--- config.mk ---
export PLATFORM = sky130hd
export DESIGN_NAME = dmem_lsu_flat
export DESIGN_NICKNAME = d
export VERILOG_FILES = /design/src/rtl/dmem_lsu_pkg.sv /design/src/rtl/dmem_lsu_if.sv /design/src/rtl/dmem_lsu_align.sv /design/src/rtl/dmem_lsu.sv /design/src/flat_wrapper.sv
export SDC_FILE = /design/constraint.sdc
export NUM_CORES = 1
export LEC_CHECK = 0
export ABC_AREA = 1
export ABC_CLOCK_PERIOD_IN_PS = 3700
export BUFFER_PORTS_ARGS = -buffer_cell sky130_fd_sc_hd__buf_2
export CORE_MARGIN = 8
export CORE_UTILIZATION = 40
export DETAILED_ROUTE_END_ITERATION = 8
export MAX_ROUTING_LAYER = met4
export PLACE_DENSITY_LB_ADDON = 0.3
export SLEW_MARGIN = 10
export SYNTH_ARGS = -nofsm -noshare
export SYNTH_HDL_FRONTEND = slang
export SYNTH_HIERARCHICAL = 1
export SYNTH_SLANG_ARGS = --single-unit
export TNS_END_PERCENT = 100
--- constraint.sdc ---
create_clock -name clk -period 3.7 [get_ports clk]
set_clock_uncertainty 0.15 [all_clocks]
set_input_delay 0.185 -clock clk [delete_from_list [all_inputs] [get_ports clk]]
set_output_delay 0.185 -clock clk [all_outputs]
set_load 0.01 [all_outputs]
--- src/rtl/dmem_lsu_pkg.sv ---
// Shared types for the dmem_lsu load/store unit: size encodings, FSM states, mask helpers.
// The ACC1 state only exists when DMEM_LSU_MISALIGN_EN is defined.
package dmem_lsu_pkg;

    localparam logic [1:0] SZ_B = 2'd0;
    localparam logic [1:0] SZ_H = 2'd1;
    localparam logic [1:0] SZ_W = 2'd2;

    typedef enum logic [1:0] {
        ST_IDLE = 2'd0,
        ST_ACC0 = 2'd1,
`ifdef DMEM_LSU_MISALIGN_EN
        ST_ACC1 = 2'd2,
`endif
        ST_RESP = 2'd3
    } state_t;

    function automatic logic [3:0] size_mask(input logic [1:0] size);
        case (size)
            SZ_B:    size_mask = 4'b0001;
            SZ_H:    size_mask = 4'b0011;
            default: size_mask = 4'b1111;
        endcase
    endfunction

    function automatic logic [2:0] size_bytes(input logic [1:0] size);
        case (size)
            SZ_B:    size_bytes = 3'd1;
            SZ_H:    size_bytes = 3'd2;
            default: size_bytes = 3'd4;
        endcase
    endfunction

endpackage

--- src/rtl/dmem_lsu_if.sv ---
// Request/response and memory-port bundle for dmem_lsu (slave = the LSU, master = CPU/memory side).
// Same signal set with or without DMEM_LSU_MISALIGN_EN.
interface dmem_lsu_if #(parameter int MEM_AW = 15);

    // Handshake: a request transfers on a rising clk edge where req_valid and req_ready are both 1;
    // the requester holds req_* stable until then. resp_valid is a single-cycle pulse, never stalled.
    logic              req_valid;
    logic              req_ready;
    logic              req_we;
    logic [1:0]        req_size;
    logic              req_unsigned;
    logic [31:0]       req_addr;
    logic [31:0]       req_wdata;
    logic              resp_valid;
    logic [31:0]       resp_rdata;
    logic              resp_err;
    logic [MEM_AW-1:0] mem_addr;
    logic [31:0]       mem_data;
    logic [3:0]        mem_byteena;
    logic              mem_wren;
    logic [31:0]       mem_q;

    modport slave (
        input  req_valid, req_we, req_size, req_unsigned, req_addr, req_wdata, mem_q,
        output req_ready, resp_valid, resp_rdata, resp_err,
        output mem_addr, mem_data, mem_byteena, mem_wren
    );

    modport master (
        output req_valid, req_we, req_size, req_unsigned, req_addr, req_wdata, mem_q,
        input  req_ready, resp_valid, resp_rdata, resp_err,
        input  mem_addr, mem_data, mem_byteena, mem_wren
    );

endinterface

--- src/rtl/dmem_lsu_align.sv ---
// Lane alignment for dmem_lsu: store data/enable shifting and load merge with sign/zero extension.
// The second-word paths are present only when DMEM_LSU_MISALIGN_EN is defined.
module dmem_lsu_align
    import dmem_lsu_pkg::*;
(
    input  logic [1:0]  i_off,
    input  logic [1:0]  i_size,
    input  logic        i_uns,
    input  logic [31:0] i_wdata,
    input  logic [31:0] i_lo,
`ifdef DMEM_LSU_MISALIGN_EN
    input  logic [31:0] i_hi,
    output logic [31:0] o_data1,
    output logic [3:0]  o_be1,
`endif
    output logic [31:0] o_data0,
    output logic [3:0]  o_be0,
    output logic [31:0] o_rdata
);

    logic [3:0]  w_mask;
    logic [4:0]  w_sh0;
    logic [31:0] w_raw;

    assign w_mask  = size_mask(i_size);
    assign w_sh0   = {i_off, 3'b000};
    assign o_data0 = i_wdata << w_sh0;
    assign o_be0   = w_mask << i_off;

`ifdef DMEM_LSU_MISALIGN_EN
    logic [5:0] w_sh1;
    // Bytes that spill past lane 3 land in the low lanes of the next word.
    assign w_sh1   = 6'd32 - {1'b0, w_sh0};
    assign o_data1 = i_wdata >> w_sh1;
    assign o_be1   = w_mask >> (3'd4 - {1'b0, i_off});
    assign w_raw   = (i_lo >> w_sh0) | (i_hi << w_sh1);
`else
    assign w_raw   = i_lo >> w_sh0;
`endif

    always_comb begin
        o_rdata = w_raw;
        case (i_size)
            SZ_B:    o_rdata = {{24{~i_uns & w_raw[7]}}, w_raw[7:0]};
            SZ_H:    o_rdata = {{16{~i_uns & w_raw[15]}}, w_raw[15:0]};
            default: o_rdata = w_raw;
        endcase
    end

endmodule

--- src/rtl/dmem_lsu.sv ---
// Load/store unit driving a byte-enabled data memory: one request at a time, registered response.
// Define DMEM_LSU_MISALIGN_EN to execute word-crossing accesses as two memory cycles.
module dmem_lsu
    import dmem_lsu_pkg::*;
#(
    parameter int MEM_AW = 15
) (
    input  logic       clk,
    input  logic       rstn,
    dmem_lsu_if.slave  bus,
    output state_t     o_dbg_state
);

    state_t            r_state, w_next;
    logic              r_we, r_uns, r_err;
    logic [1:0]        r_size, r_off;
    logic [MEM_AW-1:0] r_addr;
    logic [31:0]       r_wdata, r_lo;
    logic              r_resp_valid, r_resp_err;
    logic [31:0]       r_resp_rdata;
    logic              w_accept, w_bad, w_unused_addr;
    logic [31:0]       w_data0, w_rdata;
    logic [3:0]        w_be0;

    assign w_accept      = (r_state == ST_IDLE) && bus.req_valid;
    assign w_unused_addr = ^bus.req_addr[31:MEM_AW+2];

`ifdef DMEM_LSU_MISALIGN_EN
    logic        r_split, w_split;
    logic [31:0] r_hi, w_data1;
    logic [3:0]  w_be1;
    assign w_split = ({1'b0, bus.req_addr[1:0]} + size_bytes(bus.req_size)) > 3'd4;
    assign w_bad   = (bus.req_size == 2'd3);
`else
    assign w_bad   = (bus.req_size == 2'd3)
                   || ((bus.req_size == SZ_H) && bus.req_addr[0])
                   || ((bus.req_size == SZ_W) && (bus.req_addr[1:0] != 2'b00));
`endif

    dmem_lsu_align u_align (
        .i_off   (r_off),
        .i_size  (r_size),
        .i_uns   (r_uns),
        .i_wdata (r_wdata),
        .i_lo    (r_lo),
`ifdef DMEM_LSU_MISALIGN_EN
        .i_hi    (r_hi),
        .o_data1 (w_data1),
        .o_be1   (w_be1),
`endif
        .o_data0 (w_data0),
        .o_be0   (w_be0),
        .o_rdata (w_rdata)
    );

    always_ff @(posedge clk or negedge rstn) begin
        if (!rstn) begin
            r_state      <= ST_IDLE;
            r_we         <= 1'b0;
            r_uns        <= 1'b0;
            r_err        <= 1'b0;
            r_size       <= 2'd0;
            r_off        <= 2'd0;
            r_addr       <= '0;
            r_wdata      <= 32'd0;
            r_lo         <= 32'd0;
            r_resp_valid <= 1'b0;
            r_resp_err   <= 1'b0;
            r_resp_rdata <= 32'd0;
`ifdef DMEM_LSU_MISALIGN_EN
            r_split      <= 1'b0;
            r_hi         <= 32'd0;
`endif
        end else begin
            r_state <= w_next;
            if (w_accept) begin
                r_we    <= bus.req_we;
                r_uns   <= bus.req_unsigned;
                r_err   <= w_bad;
                r_size  <= bus.req_size;
                r_off   <= bus.req_addr[1:0];
                r_addr  <= bus.req_addr[MEM_AW+1:2];
                r_wdata <= bus.req_wdata;
`ifdef DMEM_LSU_MISALIGN_EN
                r_split <= w_split;
                r_hi    <= 32'd0;
`endif
            end
            if ((r_state == ST_ACC0) && !r_we) r_lo <= bus.mem_q;
`ifdef DMEM_LSU_MISALIGN_EN
            if ((r_state == ST_ACC1) && !r_we) r_hi <= bus.mem_q;
`endif
            // The response is registered out of RESP, so it appears in the following IDLE cycle.
            r_resp_valid <= (r_state == ST_RESP);
            r_resp_err   <= (r_state == ST_RESP) && r_err;
            r_resp_rdata <= ((r_state == ST_RESP) && !r_err && !r_we) ? w_rdata : 32'd0;
        end
    end

    always_comb begin
        w_next = r_state;
        case (r_state)
            ST_IDLE: if (bus.req_valid) w_next = w_bad ? ST_RESP : ST_ACC0;
`ifdef DMEM_LSU_MISALIGN_EN
            ST_ACC0: w_next = r_split ? ST_ACC1 : ST_RESP;
            ST_ACC1: w_next = ST_RESP;
`else
            ST_ACC0: w_next = ST_RESP;
`endif
            ST_RESP: w_next = ST_IDLE;
            default: w_next = ST_IDLE;
        endcase
    end

    always_comb begin
        bus.mem_addr    = r_addr;
        bus.mem_data    = w_data0;
        bus.mem_byteena = 4'b0000;
        bus.mem_wren    = 1'b0;
        case (r_state)
            ST_ACC0: begin
                bus.mem_byteena = w_be0;
                bus.mem_wren    = r_we;
            end
`ifdef DMEM_LSU_MISALIGN_EN
            ST_ACC1: begin
                bus.mem_addr    = r_addr + {{(MEM_AW-1){1'b0}}, 1'b1};
                bus.mem_data    = w_data1;
                bus.mem_byteena = w_be1;
                bus.mem_wren    = r_we;
            end
`endif
            default: ;
        endcase
    end

    assign bus.req_ready  = (r_state == ST_IDLE);
    assign bus.resp_valid = r_resp_valid;
    assign bus.resp_err   = r_resp_err;
    assign bus.resp_rdata = r_resp_rdata;
    assign o_dbg_state    = r_state;

endmodule

--- src/flat_wrapper.sv ---
// flat-port wrapper written by rule: the top's interface ports become plain ports
module dmem_lsu_flat import dmem_lsu_pkg::*;
#(
    parameter int MEM_AW = 15
)
  (clk, rstn, o_dbg_state, bus_req_valid, bus_req_we, bus_req_size, bus_req_unsigned, bus_req_addr, bus_req_wdata, bus_mem_q, bus_req_ready, bus_resp_valid, bus_resp_rdata, bus_resp_err, bus_mem_addr, bus_mem_data, bus_mem_byteena, bus_mem_wren);
  dmem_lsu_if #(.MEM_AW(MEM_AW)) bus_i ();
  input  logic clk;
  input  logic rstn;
  output state_t o_dbg_state;
  input wire logic [$bits(bus_i.req_valid)-1:0] bus_req_valid;
  input wire logic [$bits(bus_i.req_we)-1:0] bus_req_we;
  input wire logic [$bits(bus_i.req_size)-1:0] bus_req_size;
  input wire logic [$bits(bus_i.req_unsigned)-1:0] bus_req_unsigned;
  input wire logic [$bits(bus_i.req_addr)-1:0] bus_req_addr;
  input wire logic [$bits(bus_i.req_wdata)-1:0] bus_req_wdata;
  input wire logic [$bits(bus_i.mem_q)-1:0] bus_mem_q;
  output wire logic [$bits(bus_i.req_ready)-1:0] bus_req_ready;
  output wire logic [$bits(bus_i.resp_valid)-1:0] bus_resp_valid;
  output wire logic [$bits(bus_i.resp_rdata)-1:0] bus_resp_rdata;
  output wire logic [$bits(bus_i.resp_err)-1:0] bus_resp_err;
  output wire logic [$bits(bus_i.mem_addr)-1:0] bus_mem_addr;
  output wire logic [$bits(bus_i.mem_data)-1:0] bus_mem_data;
  output wire logic [$bits(bus_i.mem_byteena)-1:0] bus_mem_byteena;
  output wire logic [$bits(bus_i.mem_wren)-1:0] bus_mem_wren;
  assign bus_i.req_valid = bus_req_valid;
  assign bus_i.req_we = bus_req_we;
  assign bus_i.req_size = bus_req_size;
  assign bus_i.req_unsigned = bus_req_unsigned;
  assign bus_i.req_addr = bus_req_addr;
  assign bus_i.req_wdata = bus_req_wdata;
  assign bus_i.mem_q = bus_mem_q;
  assign bus_req_ready = bus_i.req_ready;
  assign bus_resp_valid = bus_i.resp_valid;
  assign bus_resp_rdata = bus_i.resp_rdata;
  assign bus_resp_err = bus_i.resp_err;
  assign bus_mem_addr = bus_i.mem_addr;
  assign bus_mem_data = bus_i.mem_data;
  assign bus_mem_byteena = bus_i.mem_byteena;
  assign bus_mem_wren = bus_i.mem_wren;
  dmem_lsu #(.MEM_AW(MEM_AW)) u_core (.clk(clk), .rstn(rstn), .bus(bus_i), .o_dbg_state(o_dbg_state));
endmodule
==> out/metrics.cfg <==
[cells_and_area]
area_delta_synth_final_pct = 37.40
nNetsFinal = 1118
final_area_sq_mm = 0.008394
finalNonFillerCells = 1216
final_core_util = 0.5563
drive_gt1_frac = 0.2763
num_antenna_cells = 0

[worst_setup_path]
cp_data_required_time_ns = 3.37
startpoint_type = flop
crit_arrival_ns = 2.20
path_class = reg2out
endpoint_kind = output port
crit_fanout = 36

[power_and_ir_drop]
comb_power_share = 0.478
vdd_drop_max_mv = 0.4639
pwr-share-clk = 0.217
powerDensity_mw_per_mm2 = 881.7
p_leak_nw = 4.679
p_int_mw = 4.105
power_switching_mw = 3.296
switching_share = 0.4453
pwr-share-seq = 0.305

[drt]
vias_per_cell = 4.792
ant_nets = 0
drc_errors = 0
routed-via-count = 5827
wl_microns = 18450
dr.pass1.iters = 5
drtIter0Drc = 411
wl_per_cell_microns = 15.17

[cts]
cts_sinks = 122
cts_root_buf = clkbuf_16
cts_resized = 0
cts.path.max_buffers = 2
postCtsSetupRepairBufs = 0
cts_htree_levels = 4
cts_tree = done
cts_buffers = 17
clock_latency_ns = 0.42
cts_hold_buffers = 87
path_clk_slew_ns = 0.05

[synthesis]
ys.flop_type = dfrtp_1
synth_nets = 877
syn_area_sq_mm = 0.006110
ys_seq_area_frac = 0.4997
synth-edff-count = 0
yosys_warnings = 6
synth-seq-cells = 122
synth_area_per_cell_sq_um = 7.894
syn_inst = 774
synthArstFlopShare = 1.000
synth_cell_type_count = 27

[sta]
slew_headroom = 0.2855
max_freq_mhz = 394.4
finalCritPeriodShare = 0.6853
post-route-min-period_ns = 2.535
finalSetupTns_ns = 0
hold_violations = 0
rsz0062_at_grt = false
setup_viol = 0
slew_violations = 0
holdWs_ns = 0.2183
tightest_slew_ns = 1.069

[global_routing]
grt_usage = 0.1987
grt_max_degree = 68
grt_overflow = 0
first_global_vias = 6144
grt_pass1_wl_microns = 30240
antenna_found_initial = 0

[floorplan]
die_y_microns = 139.6
rows = 45
core_area_sq_mm = 0.01509
dieWidth_microns = 139.6
dieArea_sq_mm = 0.01949
start_util = 0.4049
io_pins = 192

[placed_design]
dp_hpwl_microns = 12240
portBuffers = 176
placed_cells = 1097
placed_area_sq_mm = 0.006953
gp_congestion = 0.8116

[hold_path]
hp-class = in2async

[status]
status = finished clean

[flow_run]
maxCapViolCount = 0

power groups by stage:
stage          Combinational, mW  Sequential (mW)  Clock, mW
6_report                    3.54             2.26       1.61
3_5_place_dp                3.47             2.27          0
5_1_grt                     3.99             2.33       1.70
3_3_place_gp                3.43             2.26          0
4_1_cts                     3.56             2.25       1.63
2_1_floorplan               2.52             2.22          0
cell families (layout without fill, tap and decap cells):
family | Yosys count | count (layout) | synth area share
buf+inv | 113 | 367 | 0.09564
flops | 122 | 122 | 0.4997
simple gates | 460 | 460 | 0.3334
compound gates | 79 | 79 | 0.07127
cell usage in the layout (no fill, tap or decap), drive strengths merged:
master | synthesis | final
o211ai | 1 | 1
a22oi | 10 | 10
inv | 67 | 67
clkinvlp | 0 | 2
clkinv | 0 | 9
a21oi | 23 | 23
nand2 | 315 | 315
dfrtp | 122 | 122
nor2 | 75 | 75
clkbuf | 5 | 19
o22ai | 8 | 8
o21ai | 36 | 36
o21bai | 1 | 1
or2 | 8 | 8
bufinv | 0 | 2
nand4 | 1 | 1
buf | 41 | 181
and2 | 1 | 1
dlygate4sd3 | 0 | 87
nand3 | 60 | 60
synth_stat cells (5+ instances only):
master    number  area share
inv_1         60       0.037
nand3_1       45       0.037
a21oi_1       23       0.019
nor2_1        41       0.025
nor2_2        32       0.033
buf_6         13       0.024
o22ai_1        8      0.0082
a22oi_1       10       0.012
buf_4          9       0.011
o21ai_0       33       0.027
or2_2          8      0.0082
inv_2          5      0.0031
buf_2         19       0.016
dfrtp_1      122        0.50
nand3_2       14       0.023
clkbuf_1       5      0.0031
nand2_1      310        0.19
metrics by stage:
| stage | worst slack, ns | power (mW) |
|---|---|---|
| after global routing | 0.9836 | 8.018 |
| after detailed placement | 1.399 | 5.739 |
| after global placement | 1.481 | 5.690 |
| after CTS | 1.138 | 7.446 |
| final | 1.165 | 7.402 |
| after floorplan | 2.176 | 4.741 |
final timing paths:
| check | startpoint | to | slack, ns | cells after the start |
|---|---|---|---|---|
| worst max-delay path | u_core/r_off[1] | bus_mem_byteena[2] | 1.16 | 6 |
| worst min-delay path | rstn | u_core/bus.resp_rdata[12] | 0.22 | 2 |
| worst max register to register | u_core/o_dbg_state[0] | u_core/r_lo[10] | 1.44 | 6 |
| worst min register to register | u_core/r_lo[0] | u_core/r_lo[0] | 0.32 | 2 |
| max in group asynchronous | rstn | u_core/r_wdata[23] | 2.36 | 3 |
| min in group clk | u_core/r_lo[0] | u_core/r_lo[0] | 0.32 | 2 |
worst max-delay path, cell delays in order, from the launching register on:
cell and delay [ns]:
dfrtp_2 0.68, buf_4 0.43, nand2_2 0.22, o21ai_0 0.14
inv_1 0.05, nor2_1 0.10, buf_2 0.15
layout make-up:
type	count	area (sq um)
timing repair buffer	268	1804
tap	188	235.2
sequential	122	3055
multi-input combinational	539	2472
fill	1427	6695
inverter	67	256.5
clock inverter	13	127.6
clock buffer	19	442.9
flip-flops by register name (all words and copies together) (netlist names):
signal                 flops
u_core/bus.mem_addr       15
u_core/bus.resp_err        1
u_core/bus.resp_rdata     32
u_core/bus.resp_valid      1
u_core/o_dbg_state         2
u_core/r_err               1
u_core/r_lo               32
u_core/r_off               2
u_core/r_size              2
u_core/r_uns               1
u_core/r_wdata            32
u_core/r_we                1
metal layers:
layer	vias up	share of wire	global-route usage
li1	2886	-	-
met4	0	0.022	0.07314
met5	-	0	-
met1	2725	0.42	0.2253
met3	25	0.062	0.05917
met2	191	0.50	0.3283
Power figures use the tool's default switching activity.
